==> config.mk <==
export PLATFORM = sky130hd
export DESIGN_NAME = smss32_inv40_seq
export DESIGN_NICKNAME = d
export VERILOG_FILES = /design/src/rtl/smss32_inv40_seq.sv
export SDC_FILE = /design/constraint.sdc
export NUM_CORES = 1
export LEC_CHECK = 0
export ABC_AREA = 1
export CORE_MARGIN = 2
export CORE_UTILIZATION = 45
export DETAILED_ROUTE_END_ITERATION = 10
export GPL_ROUTABILITY_DRIVEN = 0
export MAX_ROUTING_LAYER = met4
export PLACE_DENSITY = 0.68
export SYNTH_ARGS = -nofsm -noshare
export SYNTH_HDL_FRONTEND = slang
export SYNTH_SLANG_ARGS = --single-unit
==> constraint.sdc <==
create_clock -name clk -period 3.14 [get_ports clk]
set_input_delay 0.471 -clock clk [delete_from_list [all_inputs] [get_ports clk]]
set_output_delay 0.471 -clock clk [all_outputs]
set_load 0.01 [all_outputs]
==> src/rtl/smss32_inv40_seq.sv <==
// smss32_inv40_seq
//   Iterative inverse of the 6-bit SMSS32 power-52 S-box: x = F^-1(y).
//   Computes p = Ninv(y), w = p^40 in the tower field GF((2^3)^2), x = Minv(w).
//   A single shared GF(64) multiplier runs the fixed chain
//     p -> p^2 -> p^4 -> p^5 -> p^10 -> p^20 -> p^40
//   with one multiply per clock, so the timing is data-independent.
//
// Ports:
//   clk        rising-edge clock
//   rst        asynchronous, active-high reset
//   in_valid   in_data valid
//   in_ready   block can accept an input (IDLE and not in reset)
//   in_data    S-box output y to invert
//   out_valid  out_data valid
//   out_ready  consumer accepts the result
//   out_data   preimage x
//   busy       high in CALC or DONE
//
// Build option:
//   SMSS32_INV_ZEROIZE_EN  clears acc, base and out_data on the output
//                          handshake so no secret-dependent state lingers.

module smss32_inv40_seq (
    input  logic       clk,
    input  logic       rst,
    input  logic       in_valid,
    output logic       in_ready,
    input  logic [5:0] in_data,
    output logic       out_valid,
    input  logic       out_ready,
    output logic [5:0] out_data,
    output logic       busy
);

    typedef enum logic [1:0] {StIdle, StCalc, StDone} state_e;

    state_e     state_q, state_d;
    logic [2:0] step_q, step_d;
    logic [5:0] acc_q, acc_d;
    logic [5:0] base_q, base_d;
    logic [5:0] out_data_q, out_data_d;
    logic       out_valid_q, out_valid_d;

    logic [5:0] mul_b;
    logic [5:0] prod;

    // GF(8) multiply, normal basis; 1 = 3'b111.
    function automatic logic [2:0] gf8_mul(input logic [2:0] a, input logic [2:0] b);
        logic [2:0] c;
        c[0] = (a[2] & b[2]) ^ (a[0] & b[1]) ^ (a[1] & b[0]) ^ (a[1] & b[2]) ^ (a[2] & b[1]);
        c[1] = (a[0] & b[0]) ^ (a[0] & b[2]) ^ (a[2] & b[0]) ^ (a[1] & b[2]) ^ (a[2] & b[1]);
        c[2] = (a[1] & b[1]) ^ (a[0] & b[1]) ^ (a[1] & b[0]) ^ (a[0] & b[2]) ^ (a[2] & b[0]);
        return c;
    endfunction

    // GF(64) = GF(8)[B]/(B^2+B+1), basis {B, B^2}: [2:0] is B, [5:3] is B^2.
    function automatic logic [5:0] gf64_mul(input logic [5:0] a, input logic [5:0] b);
        logic [2:0] ll, lh, hl, hh;
        ll = gf8_mul(a[2:0], b[2:0]);
        lh = gf8_mul(a[2:0], b[5:3]);
        hl = gf8_mul(a[5:3], b[2:0]);
        hh = gf8_mul(a[5:3], b[5:3]);
        return {ll ^ lh ^ hl, hh ^ lh ^ hl};
    endfunction

    function automatic logic [5:0] ninv(input logic [5:0] y);
        logic [5:0] p;
        p[0] = y[0] ^ y[1] ^ y[2] ^ y[3] ^ y[4];
        p[1] = p[0] ^ y[5];
        p[2] = y[0] ^ y[1] ^ y[5];
        p[3] = y[3] ^ y[4] ^ y[5];
        p[4] = y[0] ^ y[4];
        p[5] = y[4] ^ y[5];
        return p;
    endfunction

    function automatic logic [5:0] minv(input logic [5:0] w);
        logic [5:0] x;
        x[0] = w[0] ^ w[1] ^ w[5];
        x[1] = w[0] ^ w[1] ^ w[2] ^ w[4];
        x[2] = w[2] ^ w[4];
        x[3] = w[0] ^ w[1] ^ w[2] ^ w[3] ^ w[4] ^ w[5];
        x[4] = w[1] ^ w[2];
        x[5] = w[0] ^ w[2] ^ w[4] ^ w[5];
        return x;
    endfunction

    // Step 2 is the only multiply by the base; every other step squares.
    assign mul_b = (step_q == 3'd2) ? base_q : acc_q;
    assign prod  = gf64_mul(acc_q, mul_b);

    always_comb begin
        state_d     = state_q;
        step_d      = step_q;
        acc_d       = acc_q;
        base_d      = base_q;
        out_data_d  = out_data_q;
        out_valid_d = out_valid_q;

        unique case (state_q)
            StIdle: begin
                if (in_valid && in_ready) begin
                    base_d  = ninv(in_data);
                    acc_d   = ninv(in_data);
                    step_d  = 3'd0;
                    state_d = StCalc;
                end
            end
            StCalc: begin
                acc_d = prod;
                if (step_q == 3'd5) begin
                    out_data_d  = minv(prod);
                    out_valid_d = 1'b1;
                    step_d      = 3'd0;
                    state_d     = StDone;
                end else begin
                    step_d = 3'(step_q + 3'd1);
                end
            end
            StDone: begin
                if (out_ready) begin
                    out_valid_d = 1'b0;
                    state_d     = StIdle;
`ifdef SMSS32_INV_ZEROIZE_EN
                    out_data_d  = 6'h00;
                    acc_d       = 6'h00;
                    base_d      = 6'h00;
`endif
                end
            end
            default: begin
                state_d = StIdle;
            end
        endcase
    end

    always_ff @(posedge clk or posedge rst) begin
        if (rst) begin
            state_q     <= StIdle;
            step_q      <= 3'd0;
            acc_q       <= 6'h00;
            base_q      <= 6'h00;
            out_data_q  <= 6'h00;
            out_valid_q <= 1'b0;
        end else begin
            state_q     <= state_d;
            step_q      <= step_d;
            acc_q       <= acc_d;
            base_q      <= base_d;
            out_data_q  <= out_data_d;
            out_valid_q <= out_valid_d;
        end
    end

    // Gated by rst so nothing is offered while reset is still asserted.
    assign in_ready  = (state_q == StIdle) && !rst;
    assign out_valid = out_valid_q;
    assign out_data  = out_data_q;
    assign busy      = (state_q == StCalc) || (state_q == StDone);

endmodule
Word level (Yosys, flattened, before mapping)

Cells that the tools add are included.

Output and inout bits: 9
Word-level logic and storage cells: 149
Register bits: 24
Input bits: 10

Bitwise logic cells: 110
Reductions and logical operators: 12
Equal/unequal tests: 7
Muxes and demuxes: 13
Add/sub/neg operators: 1

Operators by type and width:

| kind                                           | count |
|---|---|
| bitwise XOR 1 bit                              | 70 |
| bitwise AND 1 bit                              | 36 |
| 2-to-1 mux 6 bit                               | 2 |
| one-hot mux 6 bit (2 select lines)             | 1 |
| bitwise XOR 3 bit                              | 4 |
| 2-to-1 mux 2 bit                               | 3 |
| 2-to-1 mux 3 bit                               | 2 |
| != test 2 bit (second input constant)          | 3 |
| one-hot mux 2 bit (3 select lines)             | 1 |
| one-hot mux 3 bit (2 select lines)             | 1 |
| AND reduction 2 bit                            | 3 |
| AND reduction 3 bit                            | 2 |
| nonzero test 2 bit                             | 2 |
| adder 3 x 1 -> 3 bit (second input constant)   | 1 |
| == test 3 x 2 -> 1 bit (second input constant) | 1 |
| == test 3 bit (second input constant)          | 1 |
| == test 2 x 1 -> 1 bit (second input constant) | 1 |
| == test 2 bit (second input constant)          | 1 |
| logical AND 1 bit                              | 2 |
| logical NOT 2 bit                              | 1 |
| 2-to-1 mux 1 bit                               | 2 |
| one-hot mux 1 bit (2 select lines)             | 1 |
| logical NOT 1 bit                              | 1 |
| logical OR 1 bit                               | 1 |

Depth between registers and ports, before layout

Gate-level depths: netlist of the first run.

Word-level depth: 14
Depth in mapped cells: 24
Gate-level depth less buffers: 23

Least setup slack after synthesis of the first run

OpenSTA, ideal clock, no wires.

Path kind: register -> register
From: reg step_q[2]
To: reg out_data_q[3] (netlist: out_data[3])
Slack: 964 ps
Cell stages (with the launch flop): 24
Data arrival time: 2058 ps
Data required time: 3022 ps
Library setup time: 118 ps
Path buffers: 1
Clock period less this slack: 2176 ps
Cell sequence: dfrtp_1 > inv_2 > nand3_4 > buf_8 > nand2_1 > nand2_2 > nor2_1 > nand2_1 > nand2_1 > inv_2 > nand2_1 > nand2_1 > nand2_1 > nand3_1 > nand2_1 > clkinv_1 > nand2_1 > nand2_1 > inv_1 > nand2_1 > nand2_1 > nand2_1 > nand3_1 > nand2_1

Cells in the longest elaborated chain, start to end: 14

Ends and longest elaborated chain:

| element                                           | RTL line   | text |
|---|---|---|
| start, declared                                   | 38         | `logic [2:0] step_q, step_d;` |
| start signal, assigned                            | 147        | `step_q <= step_d;` |
| == test 3 x 2 -> 1 bit                            | 89         | `assign mul_b = (step_q == 3'd2) ? base_q : acc_q;` |
| 2-to-1 mux 6 bit                                  | 89         |  |
| bitwise AND 1 bit (on tied branches)              | 50, 52, 51 |  |
| bitwise XOR 1 bit (on tied branches) (4 in a row) | 50, 51     |  |
| bitwise XOR 3 bit (2 in a row)                    | 63         | `return {ll ^ lh ^ hl, hh ^ lh ^ hl};` |
| bitwise XOR 1 bit (5 in a row)                    | 82         | `x[3] = w[0] ^ w[1] ^ w[2] ^ w[3] ^ w[4] ^ w[5];` |
| end signal, assigned                              | 150        | `out_data_q <= out_data_d;` |
| end, declared                                     | 41         | `logic [5:0] out_data_q, out_data_d;` |

Several ways; a longest one is shown, not always the timed one.
A chain may end at the register's enable or synchronous reset.

Worst setup path after layout of the first run

Same ends and word-level chain as after synthesis.

==> run_results.csv, run 1 <==
group,metric,value,unit
status,status,"finished, final reports clean",
sta,finalHoldViolCount,0,
layout,flow.area_growth_from_synthesis,9.93,%
synth,post_synth_fa_ha_maj_area_fraction,1.86,%
global_routing,antenna_found_initial,0,
drt,detail_route.iter0.violations,239,
sta,min_period_over_period,88.8,%
sta,setup_viol,0,
global_routing,grtUsageTotal,22.6,%
sta,setup_tns,0,ns
synth,post_synth_and_or_nand_nor_area_fraction,50.4,%
cts,clockBufferDepth,2,
layout,most-common-layout-cells,"sky130_fd_sc_hd__nand2_1, sky130_fd_sc_hd__nand3_1, sky130_fd_sc_hd__inv_1",
sta,clock.fmax,0.359,GHz
setup_path,crit_path_end_kind,"flop",
hold_path,hold_depth,2,
global_routing,grt_pass1_vias,2601,
synth,synthesis.area_per_instance,5.70,um2
cts,tritoncts_num_sinks,24,
setup_path,cp-start-kind,"flop",
drt,firstDrtPassIters,7,
setup_path,worst_ep_arrival_time,2.95,ns
synth,synth_top_area_share,28.7,%
drt,drt_total_wl,6.80,mm
synth,netlist_top_cells_area,"sky130_fd_sc_hd__nand2_1, sky130_fd_sc_hd__dfrtp_1, sky130_fd_sc_hd__nand3_1, sky130_fd_sc_hd__inv_1, sky130_fd_sc_hd__o21ai_0",
synth,dominantRegCellSynth,"sky130_fd_sc_hd__dfrtp_1",
synth,synth_xor_area_share,7.42,%
cts,total_setup_buffers_inserted_after_cts,0,
layout,final_net_count,502,
synth,muxShareOfSynthArea,0,%
layout,fillerInstances,597,
setup_path,timing.critical_path.required,3.30,ns
global_routing,grt_pass1_wl,11.5,mm
global_routing,grt_start_max_net_pins,25,
drt,route.detailed.vias_per_inst,5.12,
layout,layout.cells.most_common,"sky130_fd_sc_hd__nand2_1",
setup_path,setup_cp_type,"reg -> reg",
synth,number_of_enable_type_register_cells_in_the_synthesized_netlist,0,
sta,setup_repair_after_global_routing_missed_its_margin,"false",
synth,mappedNetlistNets,487,
cts,numCtsBuffers,3,
drt,avgRoutedWirePerCell,12.1,um
setup_path,path_max_fanout,13,
synth,async_flop_share,100,%
placement,numPortBuffers,18,
die,core_area,0.00585,mm2
hold_path,type_of_the_worst_min_delay_path,"reg -> reg",
die,fp.dieW,81.4,um
synth,seq_area_frac_synth,22.3,%
die,initial_standard_cell_utilization_of_the_core,46.1,%
synth,synth-warning-count,0,
sta,actual_transition_at_the_worst_max_transition_pin,0.934,ns
job,max_cap_violations,0,
synth,synth_compound_gate_area_share,7.70,%
sta,slew_viols_final,0,
setup_path,timing.reg2reg.worst_path_depth,18,
cts,cts_tree,"built",
drt,route.detailed.drc,0,
cts,post_cts_resized,0,
drt,via_count,2875,
cts,cts_root_buf,"sky130_fd_sc_hd__clkbuf_8",
die,dieHeight,81.4,um
cts,clk_transition_reported_paths,0.08,ns
sta,timing.max_slew.rel_slack,37.7,%
layout,final_layout_size_suffix_gt1_share,6.79,%
cts,holdBufCountCts,0,
global_routing,gr-total-overflow,0,
placement,hpwl,5.56,mm
synth,synthDominantAreaCellType,"sky130_fd_sc_hd__nand2_1",
synth,syn-instance-count,473,
synth,netlist_area,0.00270,mm2
synth,synth_cell_types,35,
sta,final_period_minus_worst_setup_slack,2.79,ns
cts,worstSkewPairLatency,0.26,ns
synth,synth_top_family_by_area,"simple AND/OR/NAND/NOR gates",
synth,flip_flop_and_latch_count_after_synthesis,24,
die,fp.dieArea,0.00663,mm2
layout,num_antenna_cells,0,
drt,postRouteAntennaNets,0,
cts,clock_tree.htree_level_count,1,
die,placement_rows,28,
sta,fin_skew,0.00257,ns
die,ios,19,
## cells by family (layout without fill, tap and decap cells)
kind of cell | after synthesis | after routing
simple gates | 317 | 317
buf+inv | 69 | 82
compound gates | 37 | 37
flops | 24 | 24
xor+xnor | 22 | 22
fa+ha+maj | 4 | 4
## path summary, 6_finish.rpt
| check | slack [ns] | endpoint | from |
|---|---|---|---|
| max reg2reg | 0.35 | out_data[3]$_DFFE_PP0P_ | step_q[2]$_DFFE_PP0P_ |
| max in group asynchronous | 1.83 | acc_q[0]$_DFFE_PP0P_ | rst |
| min in group asynchronous | 0.75 | acc_q[5]$_DFFE_PP0P_ | rst |
| min | 0.49 | out_data[2]$_DFFE_PP0P_ | out_data[2]$_DFFE_PP0P_ |
| max | 0.35 | out_data[3]$_DFFE_PP0P_ | step_q[2]$_DFFE_PP0P_ |
| min reg2reg | 0.49 | out_data[2]$_DFFE_PP0P_ | out_data[2]$_DFFE_PP0P_ |
## through the flow
stage	utilization [%]	instances	worst slack [ns]	hold slack [ns]	instance area, um2
after floorplan	-	473	0.964	0.478	2700
after global routing	50.7	561	0.0501	0.517	2970
after CTS	50.7	561	0.370	0.491	2970
final	50.7	561	0.351	0.487	2970
after global placement	50.0	558	0.497	0.475	2920
after detailed placement	50.0	558	0.398	0.469	2920
## layout make-up
| cell class | instances | area [um2] | share of cell area, % |
|---|---|---|---|
| multi-input combinational | 380 | 1820 | 61.3 |
| clock buffer | 3 | 41.3 | 1.39 |
| sequential | 24 | 601 | 20.3 |
| tap | 75 | 93.8 | 3.16 |
| timing repair buffer | 18 | 180 | 6.08 |
| inverter | 61 | 231 | 7.81 |
## flip-flops by register name (all words and copies together) (netlist names)
signal	flops
step_q	3
base_q	6
out_data	6
out_valid	1
acc_q	6
state_q	2
## per-layer routing
layer	global-route usage, %	vias up	wire, um
li1	-	1501	-
met1	29.0	1296	3250
met2	39.3	72	3250
met3	1.43	6	238
met4	4.92	0	59
met5	-	-	0
## synthesized netlist by cell type, types with 5 or more instances
cell	n
sky130_fd_sc_hd__inv_1	51
sky130_fd_sc_hd__nand2_1	206
sky130_fd_sc_hd__xor2_1	12
sky130_fd_sc_hd__dfrtp_1	24
sky130_fd_sc_hd__nor2_1	25
sky130_fd_sc_hd__nand2_2	15
sky130_fd_sc_hd__o21ai_0	22
sky130_fd_sc_hd__inv_2	5
sky130_fd_sc_hd__buf_2	5
sky130_fd_sc_hd__xnor2_1	9
sky130_fd_sc_hd__nand3_1	60
sky130_fd_sc_hd__a21oi_1	6
## critical path, stage by stage (launching register included)
cell,delay (ns)
sky130_fd_sc_hd__dfrtp_1,0.44
sky130_fd_sc_hd__inv_2,0.13
sky130_fd_sc_hd__nand3_4,0.18
sky130_fd_sc_hd__o21ai_2,0.36
sky130_fd_sc_hd__nand2_1,0.21
sky130_fd_sc_hd__xor2_1,0.22
sky130_fd_sc_hd__nand2_1,0.07
sky130_fd_sc_hd__nand2_1,0.12
sky130_fd_sc_hd__nand3_1,0.09
sky130_fd_sc_hd__nand2_1,0.15
sky130_fd_sc_hd__clkinv_1,0.15
sky130_fd_sc_hd__nand2_1,0.09
sky130_fd_sc_hd__nand2_1,0.08
sky130_fd_sc_hd__inv_1,0.06
sky130_fd_sc_hd__nand2_1,0.06
sky130_fd_sc_hd__nand2_1,0.09
sky130_fd_sc_hd__nand2_1,0.05
sky130_fd_sc_hd__nand3_1,0.07
sky130_fd_sc_hd__nand2_1,0.05
Power of run 1 is not shown: default switching activity piles up to over one toggle a cycle in this logic, so the estimate is an artifact.
==> inputs of run 2 (changes only) <==
CORE_UTILIZATION = 65   (was 45)
PLACE_DENSITY = 0.91   (was 0.68)
clock period = 3.5 ns   (was 3.14 ns; I/O delays follow)
==> run 2 against run 1 <==
Compared with the run above:
- worst hold slack improved by 0.0022 ns
- register-to-register slack improved by 0.43 ns
- sequential share of layout area about the same
- critical path type unchanged
- fmax up 2.4%
- die area down 29%
- sequential cell count is the same
- utilization up 23 points
- cell count fell by 4.3%
- global-route usage increased by 10 points
- clock skew increased by 0.0018 ns
==> run_results.csv, run 2 (synthesized netlist as in run 1, its figures left out) <==
group,metric,value,unit
setup_path,rr_endpoint,"out_data[3]$_DFFE_PP0P_",
drt,route.detailed.drc,0,
global_routing,gr-total-overflow,0,
cts,total_setup_buffers_inserted_after_cts,0,
drt,avgRoutedWirePerCell,12.9,um
setup_path,cp-start-kind,"flop",
cts,tritoncts_num_sinks,24,
cts,clockBufferDepth,2,
drt,postRouteAntennaNets,0,
sta,final_period_minus_worst_setup_slack,2.72,ns
layout,final_layout_size_suffix_gt1_share,6.98,%
drt,drt_total_wl,6.92,mm
global_routing,grtUsageTotal,32.9,%
setup_path,worst_path_most_repeated_cell,"sky130_fd_sc_hd__nand2_1",
status,status,"finished, final reports clean",
setup_path,timing.critical_path.required,3.67,ns
hold_path,timing.hold.worst.start,"out_data[0]$_DFFE_PP0P_",
sta,min_period_over_period,77.8,%
cts,cts_root_buf,"sky130_fd_sc_hd__clkbuf_8",
cts,cts_tree,"built",
sta,clock.fmax,0.367,GHz
die,dieHeight,68.4,um
global_routing,grt_pass1_vias,2660,
sta,setup_viol,0,
die,ios,19,
cts,worstSkewPairLatency,0.27,ns
sta,slew_viols_final,0,
setup_path,cp_cell_sequence,"inv_4 > nand3_4 > o21ai_2 > nand2_1 > xor2_1 > nand2_1 > nand2_1 > nand3_1 > nand2_1 > clkinv_1 > nand2_1 > nand2_1 > inv_1 > nand2_1 > nand2_1 > nand2_1 > nand3_1 > nand2_1",
cts,clk_transition_reported_paths,0.09,ns
layout,final_net_count,502,
job,max_cap_violations,0,
cts,post_cts_resized,0,
placement,hpwl,5.53,mm
die,core_area,0.00400,mm2
sta,fin_skew,0.00433,ns
sta,setup_repair_after_global_routing_missed_its_margin,"false",
setup_path,path_max_fanout,13,
setup_path,setup_cp_type,"reg -> reg",
setup_path,crit_path_end_kind,"flop",
drt,detail_route.iter0.violations,325,
die,initial_standard_cell_utilization_of_the_core,67.4,%
setup_path,timing.reg2reg.worst_path_depth,18,
cts,clock_tree.htree_level_count,1,
layout,flow.area_growth_from_synthesis,9.88,%
setup_path,worstReg2RegStart,"step_q[0]$_DFFE_PP0P_",
placement,numPortBuffers,18,
layout,most-common-layout-cells,"sky130_fd_sc_hd__nand2_1, sky130_fd_sc_hd__nand3_1, sky130_fd_sc_hd__inv_1",
placement,dpl_cell_area,0.00289,mm2
layout,final_core_util,74.1,%
sta,finalHoldViolCount,0,
layout,design_area,0.00296,mm2
drt,firstDrtPassIters,5,
hold_path,endpoint_of_the_worst_hold_timing_path,"out_data[0]$_DFFE_PP0P_",
setup_path,ff_to_ff_setup_slack,0.78,ns
cts,holdBufCountCts,0,
setup_path,worst_ep_arrival_time,2.90,ns
sta,timing.max_slew.rel_slack,37.9,%
sta,actual_transition_at_the_worst_max_transition_pin,0.930,ns
setup_path,critPathMaxStageDelay,0.44,ns
die,fp.dieArea,0.00468,mm2
layout,layout.cells.most_common,"sky130_fd_sc_hd__nand2_1",
die,fp.dieW,68.4,um
global_routing,grt_pass1_wl,11.4,mm
hold_path,hold_depth,2,
hold_path,type_of_the_worst_min_delay_path,"reg -> reg",
die,placement_rows,23,
setup_path,critPathSlowestCell,"sky130_fd_sc_hd__dfrtp_1",
global_routing,antenna_found_initial,0,
drt,via_count,2999,
sta,setup_tns,0,ns
cts,numCtsBuffers,3,
layout,num_antenna_cells,0,
global_routing,grt_start_max_net_pins,25,
drt,route.detailed.vias_per_inst,5.58,
-- run 2: cell count changes in the layout (fill, tap and decap cells not counted), sizes merged --
| cell | previous run | this run |
|---|---|---|
| bufinv | 0 | 1 |
-- run 2: how the worst max path moves through the flow --
stage | startpoint | end | slack (ns) | cells after the start
after floorplan | step_q[2]$_DFFE_PP0P_ | out_data[3]$_DFFE_PP0P_ | 1.32 | 23
after global placement | step_q[2]$_DFFE_PP0P_ | out_data[3]$_DFFE_PP0P_ | 0.91 | 19
after detailed placement | step_q[2]$_DFFE_PP0P_ | out_data[3]$_DFFE_PP0P_ | 0.85 | 18
final | step_q[0]$_DFFE_PP0P_ | out_data[3]$_DFFE_PP0P_ | 0.78 | 18
after global routing | step_q[0]$_DFFE_PP0P_ | out_data[3]$_DFFE_PP0P_ | 0.50 | 22
after CTS | step_q[0]$_DFFE_PP0P_ | out_data[3]$_DFFE_PP0P_ | 0.83 | 18
-- run 2: critical path: cells and delay by family, from the launching register on --
kind | cells | cell delay, ns
flops | 1 | 0.44
compound gates | 1 | 0.36
xor+xnor | 1 | 0.21
buf+inv | 3 | 0.32
simple gates | 13 | 1.27
-- run 2: per-layer routing --
layer / part of all wire (%) / global-route usage (%) / up-vias
met2: 49 / 56.3 / 135
met5: 0 / - / -
met1: 42 / 39.9 / 1333
met3: 5.3 / 1.81 / 29
li1: - / - / 1502
met4: 3.6 / 14.5 / 0
-- run 2: layout make-up --
| class | instances | area, um2 |
|---|---|---|
| inverter | 61 | 231 |
| timing repair buffer | 18 | 180 |
| clock buffer | 3 | 41.3 |
| tap | 50 | 62.6 |
| fill | 312 | 1040 |
| multi-input combinational | 380 | 1820 |
| clock inverter | 1 | 30.0 |
| sequential | 24 | 601 |
-- run 2: per-stage QoR --
stage	worst slack [ns]	instances	hold slack, ns
after floorplan	1.32	473	0.478
after global placement	0.910	533	0.463
after detailed placement	0.852	533	0.473
after CTS	0.827	537	0.501
after global routing	0.503	537	0.539
final	0.777	537	0.490
Power of run 2 is left out for the same reason.
